===== src/rtl/alu_issue_pkg.sv =====
// alu_issue shared definitions: ALU codes, RV32I opcodes,
// skid-buffer states and the issue bundle.
package alu_issue_pkg;

   localparam int XLEN = 32;
   localparam int RAW  = 5;

   localparam logic [5:0] ALU_ADD  = 6'b000000;
   localparam logic [5:0] ALU_SUB  = 6'b001000;
   localparam logic [5:0] ALU_SLT  = 6'b000010;
   localparam logic [5:0] ALU_SLTU = 6'b000011;
   localparam logic [5:0] ALU_BLTU = 6'b010110;
   localparam logic [5:0] ALU_BGE  = 6'b010101;
   localparam logic [5:0] ALU_BGEU = 6'b010111;
   localparam logic [5:0] ALU_BEQ  = 6'b010000;
   localparam logic [5:0] ALU_BNE  = 6'b010001;
   localparam logic [5:0] ALU_OR   = 6'b000110;
   localparam logic [5:0] ALU_XOR  = 6'b000100;
   localparam logic [5:0] ALU_AND  = 6'b000111;
   localparam logic [5:0] ALU_SLL  = 6'b000001;
   localparam logic [5:0] ALU_SRL  = 6'b000101;
   localparam logic [5:0] ALU_SRA  = 6'b001101;
   localparam logic [5:0] ALU_JAL  = 6'b011111;
   localparam logic [5:0] ALU_JALR = 6'b111111;

   localparam logic [6:0] OP_LUI    = 7'b0110111;
   localparam logic [6:0] OP_AUIPC  = 7'b0010111;
   localparam logic [6:0] OP_JAL    = 7'b1101111;
   localparam logic [6:0] OP_JALR   = 7'b1100111;
   localparam logic [6:0] OP_BRANCH = 7'b1100011;
   localparam logic [6:0] OP_LOAD   = 7'b0000011;
   localparam logic [6:0] OP_STORE  = 7'b0100011;
   localparam logic [6:0] OP_IMM    = 7'b0010011;
   localparam logic [6:0] OP_REG    = 7'b0110011;

   typedef enum logic [1:0] {
      SKID_EMPTY,
      SKID_ONE,
      SKID_TWO
   } skid_state_e;

   typedef struct packed {
      logic [5:0]      alu_ctrl;
      logic [XLEN-1:0] op_a;
      logic [XLEN-1:0] op_b;
      logic            branch_op;
      logic [XLEN-1:0] target;
      logic [RAW-1:0]  rd;
      logic            reg_write;
      logic            illegal;
   } issue_t;

   // funct3 to ALU code for register and immediate arithmetic
   function automatic logic [5:0] arith_ctrl(
      input logic [2:0] f3,
      input logic       alt
   );
      logic [5:0] c;
      case (f3)
         3'b000:  c = alt ? ALU_SUB : ALU_ADD;
         3'b001:  c = ALU_SLL;
         3'b010:  c = ALU_SLT;
         3'b011:  c = ALU_SLTU;
         3'b100:  c = ALU_XOR;
         3'b101:  c = alt ? ALU_SRA : ALU_SRL;
         3'b110:  c = ALU_OR;
         default: c = ALU_AND;
      endcase
      return c;
   endfunction

endpackage


===== src/rtl/alu_issue_skid_buffer.sv =====
// issue_skid_buffer: 2-entry valid/ready buffer over issue_t.
// in_ready is a flop; the head entry drives the output.
module issue_skid_buffer
   import alu_issue_pkg::*;
(
   input  logic   clock,
   input  logic   reset_n,
   input  logic   flush,
   input  logic   in_valid,
   output logic   in_ready,
   input  issue_t in_data,
   output logic   out_valid,
   input  logic   out_ready,
   output issue_t out_data
);

   skid_state_e state_q, state_d;
   issue_t      head_q, tail_q;
   logic        rdy_q;
   logic        push, pop;
   logic        ld_head, ld_tail, head_from_tail;

   assign push      = in_valid & rdy_q & ~flush;
   assign out_valid = (state_q != SKID_EMPTY);
   assign pop       = out_valid & out_ready;
   assign in_ready  = rdy_q;
   assign out_data  = head_q;

   // next-state and entry load decisions
   always_comb begin
      state_d        = state_q;
      ld_head        = 1'b0;
      ld_tail        = 1'b0;
      head_from_tail = 1'b0;
      unique case (state_q)
         SKID_EMPTY: begin
            if (push) begin
               state_d = SKID_ONE;
               ld_head = 1'b1;
            end
         end
         SKID_ONE: begin
            if (push && pop) begin
               ld_head = 1'b1;
            end else if (push) begin
               state_d = SKID_TWO;
               ld_tail = 1'b1;
            end else if (pop) begin
               state_d = SKID_EMPTY;
            end
         end
         SKID_TWO: begin
            if (pop) begin
               state_d        = SKID_ONE;
               ld_head        = 1'b1;
               head_from_tail = 1'b1;
            end
         end
         default: state_d = SKID_EMPTY;
      endcase
      if (flush) state_d = SKID_EMPTY;
   end

   // state register and registered ready
   always_ff @(posedge clock or negedge reset_n) begin
      if (!reset_n) begin
         state_q <= SKID_EMPTY;
         rdy_q   <= 1'b1;
      end else begin
         state_q <= state_d;
         rdy_q   <= (state_d != SKID_TWO);
      end
   end

   // entry storage
   always_ff @(posedge clock or negedge reset_n) begin
      if (!reset_n) begin
         head_q <= '0;
         tail_q <= '0;
      end else begin
         if (ld_head) head_q <= head_from_tail ? tail_q : in_data;
         if (ld_tail) tail_q <= in_data;
      end
   end

endmodule


===== src/rtl/alu_issue.sv =====
// alu_issue: RV32I decode/issue into the execute-stage ALU
// bundle, buffered through a 2-entry skid buffer.
module alu_issue
   import alu_issue_pkg::*;
#(
   parameter int DATA_WIDTH = 32,
   parameter int REG_ADDR_W = 5
) (
   input  logic                  clock,
   input  logic                  reset_n,
   input  logic                  in_valid,
   output logic                  in_ready,
   input  logic [31:0]           instruction,
   input  logic [DATA_WIDTH-1:0] pc,
   input  logic [DATA_WIDTH-1:0] rs1_data,
   input  logic [DATA_WIDTH-1:0] rs2_data,
   input  logic                  flush,
   output logic                  out_valid,
   input  logic                  out_ready,
   output logic [5:0]            ALU_Control,
   output logic [DATA_WIDTH-1:0] operand_A,
   output logic [DATA_WIDTH-1:0] operand_B,
   output logic                  branch_op,
   output logic [DATA_WIDTH-1:0] target,
   output logic [REG_ADDR_W-1:0] rd,
   output logic                  reg_write,
   output logic                  illegal
);

   logic [6:0]  opc, f7;
   logic [2:0]  f3;
   logic [4:0]  rd_f, shamt;
   logic [31:0] imm_i, imm_s, imm_b, imm_j, imm_u;
   logic [31:0] jalr_sum;
   logic        f7_zero, f7_alt;
   logic        is_lui, is_auipc, is_jal, is_jalr;
   logic        is_br, is_load, is_store, is_imm, is_reg;
   logic        bad, wr;
   issue_t      dec, head;

   assign opc   = instruction[6:0];
   assign rd_f  = instruction[11:7];
   assign f3    = instruction[14:12];
   assign shamt = instruction[24:20];
   assign f7    = instruction[31:25];

   assign imm_i = {{20{instruction[31]}}, instruction[31:20]};
   assign imm_s = {{20{instruction[31]}}, instruction[31:25],
                   instruction[11:7]};
   assign imm_b = {{19{instruction[31]}}, instruction[31],
                   instruction[7], instruction[30:25],
                   instruction[11:8], 1'b0};
   assign imm_j = {{11{instruction[31]}}, instruction[31],
                   instruction[19:12], instruction[20],
                   instruction[30:21], 1'b0};
   assign imm_u = {instruction[31:12], 12'b0};

   assign jalr_sum = rs1_data + imm_i;

   assign f7_zero = (f7 == 7'h00);
   assign f7_alt  = (f7 == 7'h20);

   assign is_lui   = (opc == OP_LUI);
   assign is_auipc = (opc == OP_AUIPC);
   assign is_jal   = (opc == OP_JAL);
   assign is_jalr  = (opc == OP_JALR);
   assign is_br    = (opc == OP_BRANCH);
   assign is_load  = (opc == OP_LOAD);
   assign is_store = (opc == OP_STORE);
   assign is_imm   = (opc == OP_IMM);
   assign is_reg   = (opc == OP_REG);

   // combinational decode and operand selection
   always_comb begin
      dec = '0;
      bad = 1'b0;
      wr  = 1'b0;
      unique case (1'b1)
         is_lui: begin
            dec.op_a = imm_u;
            wr       = 1'b1;
         end
         is_auipc: begin
            dec.op_a = pc;
            dec.op_b = imm_u;
            wr       = 1'b1;
         end
         is_jal: begin
            dec.alu_ctrl = ALU_JAL;
            dec.op_a     = pc + 32'd4;
            dec.target   = pc + imm_j;
            wr           = 1'b1;
         end
         is_jalr: begin
            dec.alu_ctrl = ALU_JALR;
            dec.op_a     = pc + 32'd4;
            dec.target   = {jalr_sum[31:1], 1'b0};
            wr           = 1'b1;
         end
         is_br: begin
            dec.op_a      = rs1_data;
            dec.op_b      = rs2_data;
            dec.branch_op = 1'b1;
            dec.target    = pc + imm_b;
            case (f3)
               3'b000:  dec.alu_ctrl = ALU_BEQ;
               3'b001:  dec.alu_ctrl = ALU_BNE;
               3'b100:  dec.alu_ctrl = ALU_SLT;
               3'b101:  dec.alu_ctrl = ALU_BGE;
               3'b110:  dec.alu_ctrl = ALU_BLTU;
               3'b111:  dec.alu_ctrl = ALU_BGEU;
               default: bad = 1'b1;
            endcase
         end
         is_load: begin
            dec.op_a = rs1_data;
            dec.op_b = imm_i;
            wr       = 1'b1;
         end
         is_store: begin
            dec.op_a = rs1_data;
            dec.op_b = imm_s;
         end
         is_imm: begin
            dec.op_a     = rs1_data;
            dec.alu_ctrl = arith_ctrl(f3, f7_alt && f3 == 3'b101);
            wr           = 1'b1;
            if (f3 == 3'b001 || f3 == 3'b101) begin
               dec.op_b = {27'b0, shamt};
               bad      = !(f7_zero || (f7_alt && f3 == 3'b101));
            end else begin
               dec.op_b = imm_i;
            end
         end
         is_reg: begin
            dec.op_a     = rs1_data;
            dec.op_b     = rs2_data;
            dec.alu_ctrl = arith_ctrl(f3, f7_alt);
            wr           = 1'b1;
            bad          = !(f7_zero || (f7_alt &&
                              (f3 == 3'b000 || f3 == 3'b101)));
         end
         default: bad = 1'b1;
      endcase
      dec.rd        = wr ? rd_f : 5'd0;
      dec.reg_write = wr && (rd_f != 5'd0);
      if (bad) begin
         dec         = '0;
         dec.illegal = 1'b1;
      end
   end

   issue_skid_buffer u_skid (
      .clock     (clock),
      .reset_n   (reset_n),
      .flush     (flush),
      .in_valid  (in_valid),
      .in_ready  (in_ready),
      .in_data   (dec),
      .out_valid (out_valid),
      .out_ready (out_ready),
      .out_data  (head)
   );

   assign ALU_Control = head.alu_ctrl;
   assign operand_A   = head.op_a;
   assign operand_B   = head.op_b;
   assign branch_op   = head.branch_op;
   assign target      = head.target;
   assign rd          = head.rd;
   assign reg_write   = head.reg_write;
   assign illegal     = head.illegal;

endmodule


===== config.mk =====
export PLATFORM = sky130hd
export DESIGN_NAME = alu_issue
export DESIGN_NICKNAME = d
export VERILOG_FILES = /design/src/rtl/alu_issue_pkg.sv /design/src/rtl/alu_issue_skid_buffer.sv /design/src/rtl/alu_issue.sv
export SDC_FILE = /design/constraint.sdc
export NUM_CORES = 1
export LEC_CHECK = 0
export CAP_MARGIN = 0
export CORE_MARGIN = 2
export CORE_UTILIZATION = 40
export CTS_CLUSTER_DIAMETER = 100
export DETAILED_ROUTE_END_ITERATION = 7
export PLACE_DENSITY = 0.65
export SETUP_SLACK_MARGIN = 0.02
export SLEW_MARGIN = 20
export SYNTH_ARGS = -nofsm -noshare
export SYNTH_HDL_FRONTEND = slang
export SYNTH_HIERARCHICAL = 1
export SYNTH_SLANG_ARGS = --single-unit

===== constraint.sdc =====
create_clock -name clock -period 1.6 [get_ports clock]
set_input_delay 0.16 -clock clock [delete_from_list [all_inputs] [get_ports clock]]
set_output_delay 0.16 -clock clock [all_outputs]
set_load 0.02 [all_outputs]

# --- After elaboration in Yosys (flattened, before gate mapping) ---
# Cells that the tools add are included.
word_totals:
  register_bits: 223
  out_inout_bits: 112
op_classes:
  add_sub_neg: 4
  n_eq_ne: 20
  muxes: 34
  n_bitwise: 4
  n_reduce_logical: 21
ops:
  columns: ["cell", "count"]
  rows:
  - ["2-to-1 mux 110 bit", 2]
  - ["case mux 32 bit (5 select lines)", 1]
  - ["case mux 32 bit (4 select lines)", 1]
  - ["adder 32 bit", 3]
  - ["case mux 32 bit (3 select lines)", 1]
  - ["case mux 4 bit (7 select lines)", 2]
  - ["adder 32 x 3 -> 32 bit, second input constant", 1]
  - ["2-to-1 mux 32 bit", 1]
  - ["case mux 5 bit (6 select lines)", 1]
  - ["case mux 6 bit (5 select lines)", 1]
  - ["equality test 7 x 6 -> 1 bit, second input constant", 4]
  - ["equality test 7 bit, second input constant", 3]
  - ["2-to-1 mux 4 bit", 4]
  - ["equality test 7 x 5 -> 1 bit, second input constant", 2]
  - ["equality test 3 bit, second input constant", 4]
  - ["2-to-1 mux 2 bit", 6]
  - ["OR reduction 6 bit", 2]
  - ["2-to-1 mux 1 bit", 10]
  - ["equality test 7 x 2 -> 1 bit, second input constant", 1]
  - ["logical NOT 7 bit", 1]
  - ["OR reduction 7 bit", 1]
  - ["equality test 3 x 2 -> 1 bit, second input constant", 2]
  - ["case mux 2 bit (3 select lines)", 1]
  - ["2-to-1 mux 5 bit", 1]
  - ["17 further kinds", 27]

# --- Longest topological paths before layout ---
logic_depth:
  word_depth: 8
  ltp_mapped: 19
  mapped_depth_nobuf: 18

# --- Cells and area by module ---
# Netlist, hierarchy kept.
modules_own_cells:
  columns: ["module", "n_inst", "cells_per_inst", "area_each_um2"]
  rows:
  - ["issue_skid_buffer", 1, 731, 9728.1]
  - ["alu_issue", 1, 870, 5780.5]

# --- Least setup slack after synthesis ---
# Ideal clock, no wire load.
synth_path:
  kind: "input to register"
  from: "input instruction[5]"
  to: "register u_skid/tail_q[38] (netlist bit)"
  setup_ns: 0.125
  t_arrival_ns: 3.479
  path_slack_ns: -2.003
  stages: 18
  n_path_buf: 3
  path_cell_list: "nor2b_1 -> buf_2 -> nand3_1 -> inv_1 -> and2_1 -> clkbuf_1 -> a21o_1 -> ha_1 -> buf_4 -> nand3_2 -> or3_1 -> or2_4 -> nor4_4 -> o21ai_1 -> a31oi_1 -> mux2i_1 -> nand3_1 -> mux2_2"
synth_lines:
  columns: ["element", "line", "text"]
  rows:
  - ["start, declared", "alu_issue.sv:13", "input logic [31:0] instruction,"]
  - ["end signal, assigned", "alu_issue_skid_buffer.sv:82", "if (ld_tail) tail_q <= in_data;"]
  - ["end, declared", "alu_issue_skid_buffer.sv:18", "issue_t head_q, tail_q;"]

==> impl_summary.md <==
Route
The post-detailed-routing wire length is 66.4 mm. The average via count per standard cell is 5.59. The detailed-router iteration count before antenna repair is 7. In the final routed layout, each cell accounts on average for 22.9 microns. The number of nets with antenna violations after detailed routing is 0. For this run, design rule violations remaining after detail routing come to 0.

After the first detailed-routing iteration, the DRC count stood at 1,313. The final route contains 16,193 vias.

Synthesis
The Yosys step of the flow raised 6 warnings. The post-synthesis sequential area ratio is 36.0%. The number of different library cells used by synthesis comes to 90. Counting every net in the synthesized netlist gives 1,801.

Summing the areas of all and, or, nand and nor instances in the mapped netlist gives 11.0% of the synthesized area. The average cell area after synthesis is 9.69 sq um. The share of async-settable or async-resettable flops after synthesis is 100%. The most frequently used flop master after synthesis is dfrtp_1. The xor-xnor portion of the synthesized cell area is 4.01%. Counting flops and latches in the post-synthesis netlist gives 223. The synthesized netlist devotes 5.50% of its cell area to adder and majority cells. The synthesized design contains 0 enable-type register cells. The dominant combinational cell family by area after synthesis is compound AO/OA/AOI/OAI gates.

The post-synthesis mux area share is 11.5%. Summing every instance area after synthesis gives 0.0155 sq mm. The share of the synthesized area in compound gates (AO/OA/AOI/OAI) is 24.1%.

The gate count after technology mapping is 1,601.

Clocking
The root buffer cell chosen for the clock tree is clkbuf_16. The maximum clock insertion buffer count is 3. For the worst-skew pair, the clock arrives at the later sink with an insertion delay of 0.56 ns. The clock transition time at the flip-flop clock pins of the worst setup and hold paths is 0.06 ns. The clock net sink count is 223. The clock buffer count from CTS is 26. The CTS tree is done.

CTS built an H-tree with a depth of 1.

Cells and area
Compared with the post-synthesis result, the final layout area differs by 70.4%. The final core utilization is 68.7%. Fill cells in the final layout number 2,907. The number of antenna cells inserted is 0. The finished cells cover 0.0264 sq mm. The area occupied by multi-input gates is 0.0110 sq mm. In the final layout, the share of cells above drive strength 1 is 50.1%. Summing all flip-flop and latch instances after layout gives 0.00558 sq mm. At the end of the flow, the number of nets in the layout was 2,560.

Critical path
The largest fanout on the critical path is 6. The endpoint kind of the worst setup timing path is a flip-flop. The stage delay of the slowest cell on the critical path is 0.37 ns. The startpoint type of the worst setup path is a primary input. Data on the critical path arrives at its endpoint at 3.55 ns. The critical path is of the primary input to flip-flop type.

The critical path contains buffers and inverters numbering 4 combined. The cell type group with the largest total delay on the critical path is compound AO/OA/AOI/OAI gates. The most numerous cell type found on the critical path is nand2_4. The signal on the critical path passes through buf_8, nand2_4, nor3_4, nand3_4, buf_6, nand2_4, nand2_4, ha_4, fa_2, a21o_1, a221oi_2, buf_4, o311ai_4, a21bo_1, a221oi_2, buf_4, o21ai_2, xnor2_1, o22ai_1, mux2_4. The required time at the worst-slack endpoint is 2.02 ns. The cell with the biggest individual delay on the critical path is fa_2.

Pwr
The cell-internal power is 13.6 mW. The clock network accounts for 31.3% of the total power. The share of power burned in registers is 32.4%. In this run the power density over the cells is 760 mW/mm^2. The maximum vdd ir drop is 0.633 mV.

Summed over all nets, the switching power comes to 6.49 mW. Overall power consumption after layout is estimated at 20.1 mW. Combinational logic burns 36.3% of the power.

In this run the static leakage power is 12.0 nW. Net switching is 32.3% of the power.

Global route
Entering global routing, the biggest net connects 50 pins. The first global-routing pass estimated 96.6 mm of wire. The total grt overflow is 0. The number of global-route vias before repair is 16,281.

The number of antenna violations at the first check in global routing is 0. The total global-route track usage is 31.0%.

Placed design
After detailed placement, the total cell area comes to 0.0225 sq mm. The detailed-placement wirelength estimate is 48.0 mm. The count of buffers added on input and output ports is 244.

The weighted congestion reported at the end of routability-driven placement is 1.00.

Hold path
The class of the tightest hold or removal check is primary input to asynchronous set/reset pin.

Die
The die width is 201 microns. 245 I/O pins were placed. After floorplanning, the core was sized to cover 0.0385 sq mm.

The standard-cell row count is 72. The area enclosed by the die boundary is 0.0404 sq mm. The starting utilization of the core area is 40.3%. The height of the die is 201 microns.

STA
The final count of pins violating max slew came to 0. The worst path uses 196% of the clock period. For the final database, setup skew stands at 0.0286 ns. The maximum achievable frequency is 0.319 GHz. The final critical delay including setup and external delays is 3.13 ns.

The relative slew slack is 61.5%. The count of endpoints failing hold in the final timing report came to 0. The transition at the pin with the smallest max-transition slack is 0.577 ns. Setup repair after global routing could not meet its margin everywhere. Setup violations remaining at the end of the flow were counted as 329. Once routing completed, OpenROAD measured the worst setup slack at -1.53 ns.

Status
The final reports fail on setup timing. The flow ran to the end, but the final reports show violations.

Job
The number of max-cap violations is 0.
worst reg2reg max path, cell delays in order, from the launching register on:
cell	delay, ns
dfstp_2	0.56
nand4bb_4	0.14
nor2_4	0.18
buf_4	0.14
buf_12	0.15
buf_12	0.19
mux2_4	0.32
flip-flops by register name (all words and copies together), names as in the netlist:
name             flops
u_skid/state_q       2
u_skid/out_data    110
u_skid/in_ready      1
u_skid/tail_q      110
worst paths after layout:
check / from / cells after the start / to / slack, ns
hold / removal: reset_n / 2 / u_skid/out_data[68] / 0.13
max in group asynchronous: reset_n / 3 / u_skid/in_ready / 0.80
setup reg to reg: u_skid/in_ready / 6 / u_skid/tail_q[45] / -0.24
setup / recovery: instruction[1] / 20 / u_skid/tail_q[32] / -1.53
hold reg to reg: u_skid/out_data[49] / 2 / u_skid/out_data[49] / 0.51
min in group clock: pc[3] / 4 / u_skid/tail_q[75] / 0.14
what timing repair did:
| item | CTS | global route |
|---|---|---|
| gates cloned | 5 | 3 |
| setup endpoints to repair | 331 | 332 |
| endpoints found under the hold margin | 222 | 0 |
| pin swaps | 117 | 129 |
| hold buffers | 1 | 0 |
| gates resized for setup | 372 | 258 |
| buffers inserted | 65 | 63 |
cell type report:
| class | instances | share of cell area, % |
|---|---|---|
| multi-input cells | 1154 | 41.8 |
| repair buffers | 825 | 29.3 |
| flip-flops and latches | 223 | 21.1 |
| clock buffers | 38 | 2.90 |
| well taps | 518 | 2.45 |
| inverters | 130 | 1.86 |
| clock inverters | 10 | 0.540 |
cells in the final DEF (no fill, tap or decap), drive strengths merged, types with 10 or more instances in the layout:
| master | netlist | routed |
|---|---|---|
| a222oi | 19 | 19 |
| o22ai | 130 | 130 |
| buf | 61 | 609 |
| nor2b | 13 | 13 |
| xnor2 | 40 | 40 |
| nor2 | 117 | 117 |
| nand4 | 17 | 17 |
| clkbuf | 33 | 47 |
| nand3 | 30 | 30 |
| a31oi | 10 | 10 |
| inv | 130 | 131 |
| nand2 | 79 | 79 |
| nand2b | 10 | 10 |
| dfrtp | 222 | 222 |
| a21o | 38 | 38 |
| a22oi | 13 | 13 |
| and3 | 15 | 15 |
| xor2 | 31 | 31 |
| clkdlybuf4s50 | 0 | 191 |
| o21ai | 48 | 48 |
| and2 | 15 | 15 |
| mux2 | 127 | 127 |
| a21oi | 199 | 199 |
| ha | 65 | 65 |
| a221oi | 28 | 28 |
cell usage after synthesis (all sizes together) (3+ instances only):
cell / instances / share of area [%]
a32oi: 4 / 0.23
o221ai: 3 / 0.17
o21bai: 6 / 0.29
or2: 7 / 0.30
and2: 15 / 0.61
and4: 4 / 0.23
a211oi: 6 / 0.29
dfrtp: 222 / 36
or3: 7 / 0.31
a31oi: 10 / 0.44
nand2: 79 / 1.9
o21a: 7 / 0.34
nor2: 117 / 2.9
a21oi: 199 / 7.5
inv: 130 / 3.1
a22oi: 13 / 0.63
nand3: 30 / 1.0
o22ai: 130 / 5.6
ha: 65 / 5.2
nor3: 9 / 0.32
xnor2: 40 / 2.3
nor4: 6 / 0.42
a222oi: 19 / 1.2
xor2: 31 / 1.8
and3: 15 / 0.61
o21ai: 48 / 1.6
nand2b: 10 / 0.45
mux2: 127 / 11
nor2b: 13 / 0.52
o211ai: 9 / 0.47
nand4: 17 / 0.69
a221oi: 28 / 1.8
nor3b: 3 / 0.15
a21o: 38 / 1.8
o31ai: 3 / 0.15
a41oi: 3 / 0.17
buf: 61 / 4.0
clkbuf: 33 / 0.80
metal layers:
metal  vias up  wire [microns]  global-route usage [%]  share of wire, %
li1       7379               -                       -                 -
met1      8050           28500                    41.8                43
met2       632           31100                    50.3                47
met3       132            4190                    4.24               6.3
met4         0            2620                    12.2               3.9
met5         -               0                       0                 0
cell families (layout without fill, tap and decap cells):
logic type               after synthesis  after routing
AO/OA/AOI/OAI                        547            547
XOR/XNOR                              71             71
adder cells (fa/ha/maj)               67             67
buffers and inverters                224           1003
flip-flops                           223            223
multiplexers                         129            129
AND/OR/NAND/NOR                      340            340
power groups by stage:
stage          clock network (mW)  registers (mW)  logic (mW)
3_5_place_dp                    0            6.61        6.33
5_1_grt                      6.64            6.58        7.69
3_3_place_gp                    0            6.60        6.29
2_1_floorplan                   0            7.19        2.38
6_report                     6.29            6.51        7.28
4_1_cts                      6.39            6.52        6.84
stage by stage:
step | hold WS, ns | setup WS, ns | std cells | setup TNS, ns
global route | 0.152 | -1.60 | 2898 | -120.11
global placement | 0.106 | -2.25 | 2737 | -283.19
floorplan | -0.136 | -1.65 | 1601 | -92.71
detailed placement | 0.108 | -2.34 | 2737 | -289.37
finish | 0.131 | -1.53 | 2898 | -104.36
CTS | 0.132 | -1.44 | 2850 | -96.81
(Power assumes the default switching activity.)
